===== config.mk =====
export PLATFORM = sky130hd
export DESIGN_NAME = key_command_sequencer
export DESIGN_NICKNAME = d
export VERILOG_FILES = /design/src/rtl/key_cmd_pkg.sv /design/src/rtl/key_cmd_fifo.sv /design/src/rtl/key_command_sequencer.sv
export SDC_FILE = /design/constraint.sdc
export NUM_CORES = 1
export LEC_CHECK = 0
export ABC_AREA = 1
export BUFFER_PORTS_ARGS = -buffer_cell sky130_fd_sc_hd__buf_2
export CAP_MARGIN = 20
export CORE_UTILIZATION = 40
export DETAILED_ROUTE_END_ITERATION = 8
export SKIP_LAST_GASP = 1
export SLEW_MARGIN = 20
export SYNTH_ARGS = -nofsm -noshare
export SYNTH_HDL_FRONTEND = slang
export SYNTH_SLANG_ARGS = --single-unit
export TNS_END_PERCENT = 30

===== constraint.sdc =====
create_clock -name i_clk -period 3.7 [get_ports i_clk]
set_input_delay 0.185 -clock i_clk [delete_from_list [all_inputs] [get_ports i_clk]]
set_output_delay 0.185 -clock i_clk [all_outputs]
set_load 0.01 [all_outputs]

===== src/rtl/key_cmd_pkg.sv =====
// Shared definitions for the key command sequencer: FSM state encoding,
// opcode values and a constant-evaluable ceiling log2.
package key_cmd_pkg;

    typedef enum logic [3:0] {
        S_IDLE  = 4'b0001,
        S_ISSUE = 4'b0010,
        S_CLEAR = 4'b0100,
        S_WAIT  = 4'b1000
    } state_t;

    localparam int OP_ADD = 0;
    localparam int OP_SUB = 1;

    function automatic int clog2(input int value);
        int result;
        result = 0;
        while ((1 << result) < value) begin
            result = result + 1;
        end
        return result;
    endfunction

endpackage


===== src/rtl/key_cmd_fifo.sv =====
// Synchronous FIFO with flush; pointers carry one extra wrap bit so that
// full and empty are distinguished without a separate counter.
module key_cmd_fifo
    import key_cmd_pkg::*;
#(
    parameter int WIDTH = 1,
    parameter int DEPTH = 4,
    localparam int AW = clog2(DEPTH)
) (
    input  logic             i_clk,
    input  logic             i_rst_n,
    input  logic             i_flush,
    input  logic             i_push,
    input  logic [WIDTH-1:0] i_push_data,
    input  logic             i_pop,
    output logic [WIDTH-1:0] o_head,
    output logic [AW:0]      o_count,
    output logic             o_full,
    output logic             o_empty
);

    logic [WIDTH-1:0] r_mem [DEPTH];
    logic [AW:0]      r_wr_ptr;
    logic [AW:0]      r_rd_ptr;
    logic             w_do_push;
    logic             w_do_pop;

    assign o_count   = r_wr_ptr - r_rd_ptr;
    assign o_full    = (o_count == (AW+1)'(DEPTH));
    assign o_empty   = (r_wr_ptr == r_rd_ptr);
    assign o_head    = r_mem[r_rd_ptr[AW-1:0]];
    assign w_do_pop  = i_pop && !o_empty;
    // A full queue still accepts a push when the head leaves in the same cycle.
    assign w_do_push = i_push && (!o_full || w_do_pop);

    // NOTE: storage is deliberately not reset; the pointers alone define which entries are valid.
    always_ff @(posedge i_clk) begin
        if (w_do_push && !i_flush) begin
            r_mem[r_wr_ptr[AW-1:0]] <= i_push_data;
        end
    end

    always_ff @(posedge i_clk or negedge i_rst_n) begin
        if (!i_rst_n) begin
            r_wr_ptr <= '0;
            r_rd_ptr <= '0;
        end else if (i_flush) begin
            r_wr_ptr <= '0;
            r_rd_ptr <= '0;
        end else begin
            if (w_do_push) r_wr_ptr <= r_wr_ptr + 1'b1;
            if (w_do_pop)  r_rd_ptr <= r_rd_ptr + 1'b1;
        end
    end

endmodule


===== src/rtl/key_command_sequencer.sv =====
// Queues one-hot operation keys and a clear key, and issues them one at a time
// to the compute engine over the CLEAR/COMPUTE/DONE handshake with a DONE watchdog.
module key_command_sequencer
    import key_cmd_pkg::*;
#(
    parameter int NUM_OPS        = 2,
    parameter int OP_W           = 1,
    parameter int QUEUE_DEPTH    = 4,
    parameter int TIMEOUT_CYCLES = 1000000,
    localparam int CW = clog2(QUEUE_DEPTH) + 1
) (
    input  logic               i_clk,
    input  logic               i_rst_n,
    input  logic               i_key_clear,
    input  logic [NUM_OPS-1:0] i_key_op,
    input  logic               i_cmd_done,
    output logic               o_cmd_clear,
    output logic               o_cmd_compute,
    output logic [OP_W-1:0]    o_cmd_operation,
    output logic               o_busy,
    output logic [CW-1:0]      o_queue_count,
    output logic               o_key_dropped,
    output logic               o_key_invalid,
    output logic               o_cmd_timeout
);

    localparam int TW_RAW = clog2(TIMEOUT_CYCLES);
    localparam int TW     = (TW_RAW < 1) ? 1 : TW_RAW;

    state_t          r_state;
    logic            r_clear_pending;
    logic [TW-1:0]   r_timer;
    logic            r_cmd_clear;
    logic            r_cmd_compute;
    logic [OP_W-1:0] r_cmd_operation;
    logic            r_busy;
    logic            r_key_dropped;
    logic            r_key_invalid;
    logic            r_cmd_timeout;

    logic [OP_W-1:0] w_op_idx;
    logic [OP_W-1:0] w_head;
    logic            w_op_onehot;
    logic            w_op_any;
    logic            w_push;
    logic            w_pop;
    logic            w_full;
    logic            w_empty;

    always_comb begin
        w_op_idx = '0;
        for (int i = 0; i < NUM_OPS; i++) begin
            if (i_key_op[i]) w_op_idx = OP_W'(i);
        end
    end

    assign w_op_onehot = $onehot(i_key_op);
    assign w_op_any    = |i_key_op;
    // A clear in the same cycle swallows any operation key silently.
    assign w_push      = !i_key_clear && w_op_onehot;
    assign w_pop       = (r_state == S_IDLE) && !r_clear_pending && !w_empty;

    key_cmd_fifo #(
        .WIDTH (OP_W),
        .DEPTH (QUEUE_DEPTH)
    ) u_fifo (
        .i_clk       (i_clk),
        .i_rst_n     (i_rst_n),
        .i_flush     (i_key_clear),
        .i_push      (w_push),
        .i_push_data (w_op_idx),
        .i_pop       (w_pop),
        .o_head      (w_head),
        .o_count     (o_queue_count),
        .o_full      (w_full),
        .o_empty     (w_empty)
    );

    always_ff @(posedge i_clk or negedge i_rst_n) begin
        if (!i_rst_n) begin
            r_key_dropped <= 1'b0;
            r_key_invalid <= 1'b0;
        end else begin
            r_key_dropped <= w_push && w_full && !w_pop;
            r_key_invalid <= !i_key_clear && w_op_any && !w_op_onehot;
        end
    end

    // NOTE: every output is assigned next-state values here, so BUSY tracks the state it enters.
    always_ff @(posedge i_clk or negedge i_rst_n) begin
        if (!i_rst_n) begin
            r_state         <= S_IDLE;
            r_clear_pending <= 1'b0;
            r_timer         <= '0;
            r_cmd_clear     <= 1'b0;
            r_cmd_compute   <= 1'b0;
            r_cmd_operation <= '0;
            r_busy          <= 1'b0;
            r_cmd_timeout   <= 1'b0;
        end else begin
            r_cmd_clear   <= 1'b0;
            r_cmd_compute <= 1'b0;
            r_cmd_timeout <= 1'b0;
            case (r_state)
                S_IDLE: begin
                    if (r_clear_pending) begin
                        r_state         <= S_CLEAR;
                        r_cmd_clear     <= 1'b1;
                        r_clear_pending <= 1'b0;
                        r_busy          <= 1'b1;
                    end else if (!w_empty) begin
                        r_state         <= S_ISSUE;
                        r_cmd_compute   <= 1'b1;
                        r_cmd_operation <= w_head;
                        r_busy          <= 1'b1;
                    end
                end
                S_ISSUE, S_CLEAR: begin
                    r_state <= S_WAIT;
                    r_timer <= '0;
                    r_busy  <= 1'b1;
                end
                S_WAIT: begin
                    if (i_cmd_done) begin
                        r_state <= S_IDLE;
                        r_busy  <= 1'b0;
                    end else if (TIMEOUT_CYCLES != 0 && r_timer == TW'(TIMEOUT_CYCLES - 1)) begin
                        r_state       <= S_IDLE;
                        r_busy        <= 1'b0;
                        r_cmd_timeout <= 1'b1;
                    end else if (r_timer != '1) begin
                        r_timer <= r_timer + 1'b1;
                    end
                end
                default: begin
                    r_state <= S_IDLE;
                    r_busy  <= 1'b0;
                end
            endcase
            // A new clear key outranks the one just consumed, so it is applied last.
            if (i_key_clear) r_clear_pending <= 1'b1;
        end
    end

    assign o_cmd_clear     = r_cmd_clear;
    assign o_cmd_compute   = r_cmd_compute;
    assign o_cmd_operation = r_cmd_operation;
    assign o_busy          = r_busy;
    assign o_key_dropped   = r_key_dropped;
    assign o_key_invalid   = r_key_invalid;
    assign o_cmd_timeout   = r_cmd_timeout;

endmodule

==> results of run 1 <==
worst max-delay path: stages, from the launching register on:
cell	delay, ns
dfrtp_1	0.38
inv_1	0.08
nand4_1	0.40
nor2_1	0.33
nand3_2	0.41
nand2_2	0.48
nand2_1	0.10
nand2_1	0.08
synth_stat cells, drive strengths merged (2+ instances only):
master    n  area, um2
o21ai    11      55.05
nand4     5      31.28
nand2   105      414.2
nor3      6      30.03
edfxtp    4      120.1
a21oi    13      65.06
ha        9      112.6
clkbuf    3      11.26
nor2     54      225.2
xor2      2      17.52
inv      46      172.7
dfrtp    37      925.9
nand3    44      230.2
buf       5      42.53
area by class of cell:
| cell class | count | area (um2) | area share, % |
|---|---|---|---|
| Timing Repair Buffer | 16 | 86.33 | 3.131 |
| Clock inverter | 2 | 16.27 | 0.5898 |
| Clock buffer | 6 | 82.58 | 2.995 |
| Tap cell | 75 | 93.84 | 3.403 |
| Multi-Input combinational cell | 254 | 1230 | 44.60 |
| Inverter | 47 | 176.4 | 6.397 |
| Sequential cell | 42 | 1072 | 38.88 |
per-layer routing:
| layer | part of all wire (%) | vias to the layer above | wire [um] | GRT usage [%] |
|---|---|---|---|---|
| met5 | 0 | - | 0 | 0 |
| met4 | 1.1 | 0 | 61 | 6.140 |
| met3 | 4.4 | 6 | 233 | 3.778 |
| met2 | 46 | 42 | 2444 | 29.58 |
| met1 | 49 | 960 | 2597 | 23.57 |
| li1 | - | 1139 | - | - |
power breakdown:
part / leakage (nW) / switching, mW / total (mW) / internal (mW)
Sequential: 0.551 / 0.0409 / 0.573 / 0.532
Combinational: 0.783 / 0.280 / 0.409 / 0.130
Clock: 0.0478 / 0.172 / 0.326 / 0.154
Total: 1.38 / 0.493 / 1.31 / 0.815
per-stage QoR:
stage | total power [mW] | cells
floorplan | 0.8913 | 351
global placement | 0.9763 | 433
detailed placement | 0.9850 | 433
CTS | 1.318 | 441
global route | 1.409 | 442
finish | 1.308 | 442
path summary, 6_finish.rpt:
path | startpoint | endpoint | slack, ns | depth (start not counted)
worst min-delay path | i_rst_n | o_key_dropped | -0.002 | 1
max in group asynchronous | i_rst_n | r_timer[12] | 3.10 | 1
worst min register to register | o_busy | o_busy | 0.48 | 2
worst max-delay path | r_state[2] | r_timer[13] | 1.37 | 7
worst max register to register | r_state[2] | r_timer[13] | 1.37 | 7
min in group i_clk | i_key_clear | o_key_invalid | 0.05 | 2
state kept, by name (all words and copies together) (netlist names):
register and count:
o_busy 1, o_cmd_clear 1, o_cmd_compute 1, o_cmd_operation 1, o_cmd_timeout 1, o_key_dropped 1
o_key_invalid 1, r_clear_pending 1, r_state 4, r_timer 20, u_fifo.r_mem 4, u_fifo.r_rd_ptr 3
u_fifo.r_wr_ptr 3
cells by family (layout without fill, tap and decap cells):
family	after synthesis	in the layout	synth area share, %
compound gates	27	27	5.583
xor+xnor	2	2	0.6918
fa+ha+maj	10	10	5.237
buf+inv	55	71	9.090
flops	42	42	42.34
simple gates	215	215	37.06
cell usage in the layout, fill, tap and decap left out:
cell         n
clkinv_1     1
nor2_4       2
nand2_1     97
a211oi_1     1
nand3_1     42
nand3b_1     1
xor2_1       2
nand4_1      5
clkinvlp_4   1
o22ai_1      1
buf_6        1
nand2_2      8
a21oi_1     13
dfrtp_1     37
inv_2        4
clkbuf_8     6
ha_1         9
inv_1       42
nor2_2       3
edfxtp_1     4
nand3_2      2
nor2_1      49
buf_2       15
o21bai_1     1
o21ai_0     11
inv_6        1
nor3_1       6
dfstp_2      1
fa_1         1
==> metrics, run 1 <==
Pwr per Cell Area=474.3 mW/mm2; residual DRC count=0; width of the die=81.57 um; period utilisation layout=63.05%; failing checks=hold timing; chip height=81.57 um; synth unique cells=28; status=finished with violations; Max IR drop VDD=286.7 uV; Post-synth ARST share=90.48%; I/O Buffers=15; Vias=2147; Iteration-0 DRC Markers=106; H-tree Lvls=2; clock slew at reported path FFs=0.09 ns; CP required=3.93 ns; post-synthesis cell area=0.002532 mm2; #FFs+latches synth=42; nets@finish=382; Seq/Total Area, Yosys=42.34%; Cells after Synth=351; Arrival @ worst endpoint=2.57 ns; # rows=28; clk sinks=between 40 and 50; drt first pass iters=4; # hold bufs at CTS=0; GR Overflow Total=0; EDFF count, synth=4; placed cell areas=~0.0026 mm2; RSZ-0062 raised after global routing=false; Post-Syn Area per Cell=7.215 um2; setup TNS=0 ns; CP Max Fanout=21; FMAX=0.4286 GHz; Synth warnings=0; core box area=~0.0060 mm2; vias in the first global route=1973; Post-Route WL=5336 um; Ant. Diodes=0; deepest clock path buffer count=2; post-layout util=45.76%; IO Count=16; Final HPWL DP=between 3000 and 4000 um; Rel. slew slack=38.97%; Place WS=~1.4 ns; leakage=1.382 nW; Resized Gates After CTS=0; initial antenna violation count=0; Avg WL per Cell=12.07 um; CTS tree=done; clk_skew=0.01014 ns; area grow syn2layout=8.893%; max cap viols=0; clk_lat worst skew=approximately 0.30 ns; final hold viol count=5; Final min period=2.333 ns; WHS=-0.001967 ns; Clk Tree Root Cell=clkbuf_8; overall routing resource usage=18.04%; Fill cells=641; top_reg_cell synth=dfrtp_1; Final setup viols=0; crit path kind=reg2reg; Setup crit start kind=flop; Placer Congestion=0.8525; max-slew violations=0; fin worst setup slack=1.367 ns; first-pass GRT wire length=9087 um; crit end category=flop; Final Cell Area=0.002758 mm2; routed vias/inst=4.857; Mapped Nets=367; Worst-Margin Slew=0.9154 ns; Setup Fix Bufs, Post-CTS=0; Antenna Nets Post-Route=0; share of layout cells above drive strength 1=11.99%; clock buffer count from CTS=5; total die area=around 0.0067 mm2; initial core utilization=42.03%; largest net degree at the start of global routing=39; HP Class=in2async
Note: power is estimated with default switching activity, not from simulation.
==> run 2, diff against run 1 <==
--- a/config.mk
+++ b/config.mk
@@ -5,7 +5,7 @@
 export SDC_FILE = /design/constraint.sdc
 export NUM_CORES = 1
 export LEC_CHECK = 0
-export ABC_AREA = 1
+export ABC_AREA = 0
 export BUFFER_PORTS_ARGS = -buffer_cell sky130_fd_sc_hd__buf_2
 export CAP_MARGIN = 20
 export CORE_UTILIZATION = 40
==> constraint.sdc (replaced) <==
create_clock -name i_clk -period 1.93 [get_ports i_clk]
set_input_delay 0.0965 -clock i_clk [delete_from_list [all_inputs] [get_ports i_clk]]
set_output_delay 0.0965 -clock i_clk [all_outputs]
set_load 0.01 [all_outputs]
==> run 2 against run 1 <==
- the run ends with setup timing left
- register-to-register slack got worse by 1.5 ns
- critical path type unchanged
- sequential cell count unchanged
- first-iteration DRC count increased by 17%
- worst hold slack improved by 0.022 ns
- total power increased by 120%
- clock skew increased by 0.0023 ns
- critical endpoint is now r_timer[18]
- highest routed layer unchanged
- maximum frequency increased by 15%
- sequential share of layout area decreased by 6.5 points
- largest cell class unchanged
==> metrics, run 2 <==
largest net degree at the start of global routing=21 (was 39); CTS tree=done (unchanged); Final HPWL DP=4254 um (was 3758 um); Post-Route WL=6165 um (was 5336 um); Top reg by flops=r_timer (unchanged); clk sinks=42 (unchanged); leading area contributor after synthesis=dfrtp_1 (unchanged); commonest non-fill, non-tap cells in the layout=buf_4 (56), dfrtp_1 (35), nand3_1 (17), nor2_1 (17), buf_2 (15) (was nand2_1 (97), nor2_1 (49), inv_1 (42), nand3_1 (42), dfrtp_1 (37)); largest family of logic cells by synthesized area=simple AND/OR/NAND/NOR gates (unchanged); share of layout cells above drive strength 1=41.25% (was 11.99%); Fill cells=493 (was 641); P_sw=0.9821 mW (was 0.4930 mW); Placer Congestion=0.8192 (was 0.8525); Clk Tree Root Cell=clkbuf_8 (unchanged); Setup crit start kind=flop (unchanged); RSZ-0062 raised after global routing=true (was false); EDFF count, synth=4 (unchanged); Pwr per Cell Area=851.4 mW/mm2 (was 474.3 mW/mm2); setup TNS=-0.6790 ns (was 0 ns); worst-path cell chain=ha_2 -> nand4_1 -> or4_4 -> or4_4 -> o21ai_2 (was inv_1 -> nand4_1 -> nor2_1 -> nand3_2 -> nand2_2 -> nand2_1 -> nand2_1); clk_lat worst skew=0.31 ns (was 0.30 ns); GR Overflow Total=0 (unchanged); r2r setup slk=-0.11 ns (was 1.37 ns); Cells after Synth=228 (was 351); Synth top area share=38.36% (was 36.56%); routed vias/inst=5.565 (was 4.857); nets@finish=318 (was 382); Seq/Total Area, Yosys=44.43% (was 42.34%); Arrival @ worst endpoint=2.28 ns (was 2.57 ns); most common cell in the synthesized netlist=dfrtp_1 (was nand2_1); initial antenna violation count=0 (unchanged); worst-path cell with the longest stage delay=or4_4 (was nand2_2); top cells by area, synth=dfrtp_1 (38%), edfxtp_1 (5.0%), ha_1 (4.7%) (was dfrtp_1 (37%), nand2_1 (14%), nand3_1 (8.3%)); IO Count=16 (unchanged); first-pass GRT wire length=9963 um (was 9087 um); clock buffer count from CTS=5 (unchanged); residual DRC count=0 (unchanged); Antenna Nets Post-Route=0 (unchanged); Mapped Nets=244 (was 367); Max IR drop VDD=511.8 uV (was 286.7 uV); Comb power frac=39.4% (was 31.3%); Finished Layout Cells=375 (was 442); Rel. slew slack=58.00% (was 38.97%); clock share of power=21.5% (was 24.9%); status=finished with violations (unchanged); area grow syn2layout=37.33% (was 8.893%); Final min period=2.035 ns (was 2.333 ns); CP delay by family, top=simple AND/OR/NAND/NOR gates (unchanged); # rows=27 (was 28); XOR/XNOR Fraction of Synth Area=3.214% (was 0.6917%); commonest non-fill, non-tap cell in the layout=buf_4 (was nand2_1); vias in the first global route=2060 (was 1973); initial core utilization=42.53% (was 42.03%); Worst Path Buf+Inv=0 (was 1); Avg WL per Cell=16.44 um (was 12.07 um); chip height=79.68 um (was 81.57 um); drt first pass iters=4 (unchanged); width of the die=79.68 um (was 81.57 um); overall routing resource usage=20.66% (was 18.04%); Power Total=2.822 mW (was 1.308 mW); crit path kind=reg2reg (unchanged); total die area=0.006349 mm2 (was 0.006654 mm2); Vias=2087 (was 2147); placed cell count=356 (was 433); Internal Power=1.840 mW (was 0.8150 mW); Worst-Margin Slew=0.6212 ns (was 0.9154 ns); Post-synth ARST share=90.48% (unchanged); max reg flops=20 (unchanged); switch share=34.80% (was 37.69%); Synth warnings=0 (unchanged); simple-gate share of the synthesized area=22.19% (was 37.06%); max cap viols=0 (unchanged); H-tree Lvls=2 (unchanged); leading cell types by count after synthesis=dfrtp_1 (37), nand3_1 (18), nor2_1 (18), inv_1 (12) (was nand2_1 (97), nor2_1 (49), inv_1 (42), nand3_1 (42), dfrtp_1 (37)); fin worst setup slack=-0.1055 ns (was 1.367 ns); max-slew violations=0 (unchanged); post-synthesis mux area share=4.717% (was 0%); CP required=2.17 ns (was 3.93 ns); failing checks=setup timing (was hold timing); HP Class=in2reg (was in2async); CP Max Fanout=4 (was 21); I/O Buffers=15 (unchanged); leakage=1.468 nW (was 1.382 nW); top_reg_cell synth=dfrtp_1 (unchanged); post-synthesis cell area=0.002414 mm2 (was 0.002532 mm2); clock slew at reported path FFs=0.09 ns (about the same); Seq pwr share=39.1% (was 43.8%); Ant. Diodes=0 (unchanged); synth unique cells=62 (was 28); #FFs+latches synth=42 (unchanged); Adder-Cell Fraction of Synth Area=5.495% (was 5.237%); final hold viol count=0 (was 5); Iteration-0 DRC Markers=124 (was 106); slowest stage delay, CP=0.63 ns (was 0.48 ns); deepest clock path buffer count=2 (unchanged); post-layout util=58.40% (was 45.76%); clk_skew=0.01243 ns (was 0.01014 ns); CP dominant cell by count=or4_4 (was nand2_1); core box area=0.005675 mm2 (was 0.006026 mm2); period utilisation layout=105.5% (was 63.05%); FMAX=0.4913 GHz (was 0.4286 GHz); Post-Syn Area per Cell=10.59 um2 (was 7.215 um2); Final setup viols=20 (was 0); crit end category=flop (unchanged); Compound-Gate Fraction of Synth Area=15.55% (was 5.583%)
## run 2: cell count changes after synthesis, moves of 8 or more
cell,delta
nand3_1,-24
inv_1,-30
nand2_1,-90
nand2_2,-8
nor2_1,-31
mux2i_1,+8
a21oi_1,-10
## run 2: cells by family (layout without fill, tap and decap cells)
kind of cell | count (synthesis) | in the layout
simple gates | 88 | 88
compound gates | 48 | 48
flops | 42 | 42
buf+inv | 23 | 98
fa+ha+maj | 10 | 10
mux | 10 | 10
xor+xnor | 7 | 7
## run 2: timing repair
item                                   in CTS  in global routing
cloned                                      0                  1
hold buffers                                1                  0
buffers inserted                            4                  5
resized for setup                           8                 34
endpoints found under the hold margin      16                  0
setup endpoints to repair                  30                 34
pin swaps                                   2                  7
## run 2: cell type report
class / instances / area, um2 / area share, %
clock buffers: 5 / 68.82 / 2.076
inverters: 12 / 45.04 / 1.359
multi-input cells: 163 / 1413 / 42.62
well taps: 72 / 90.09 / 2.718
clock inverters: 3 / 23.77 / 0.7173
flip-flops and latches: 42 / 1075 / 32.43
repair buffers: 78 / 599.3 / 18.08
## run 2: final timing paths
kind,end,cells after the start,start
setup / recovery,r_timer[18],5,r_timer[1]
hold / removal,u_fifo.r_mem[2],1,i_key_op[1]
setup reg to reg,r_timer[18],5,r_timer[1]
hold reg to reg,o_busy,1,o_busy
max in group asynchronous,r_timer[8],3,i_rst_n
min in group asynchronous,o_cmd_clear,2,i_rst_n
## run 2: per-layer routing
layer	vias to the layer above	share of wire [%]	GRT usage (%)
li1	1021	-	-
met1	1015	44	28.28
met2	44	50	32.82
met3	7	4.2	3.200
met4	0	1.3	7.455
met5	-	0	0
## run 2: worst reg2reg max path: stages, from the launching register on
cell     delay, ns
dfrtp_1       0.36
ha_2          0.19
nand4_1       0.22
or4_4         0.63
or4_4         0.50
o21ai_2       0.07
## run 2: power groups by stage
stage          registers [mW]  clock network [mW]  logic [mW]
6_report                 1.10               0.606        1.11
5_1_grt                  1.12               0.670        1.21
4_1_cts                  1.09               0.613        1.01
3_5_place_dp             1.12                   0       0.941
3_3_place_gp             1.12                   0       0.921
2_1_floorplan            1.14                   0       0.559
## run 2: through the flow
step                      instance area (um2)  setup WS, ns  hold slack, ns
after floorplan                          2434       -0.1686         -0.1991
after CTS                                3102       -0.1076         0.02186
final                                    3314       -0.1055         0.02007
after global routing                     3314       -0.1571         0.03199
after global placement                   2940       -0.1145         0.05710
after detailed placement                 2940       -0.1013         0.05743
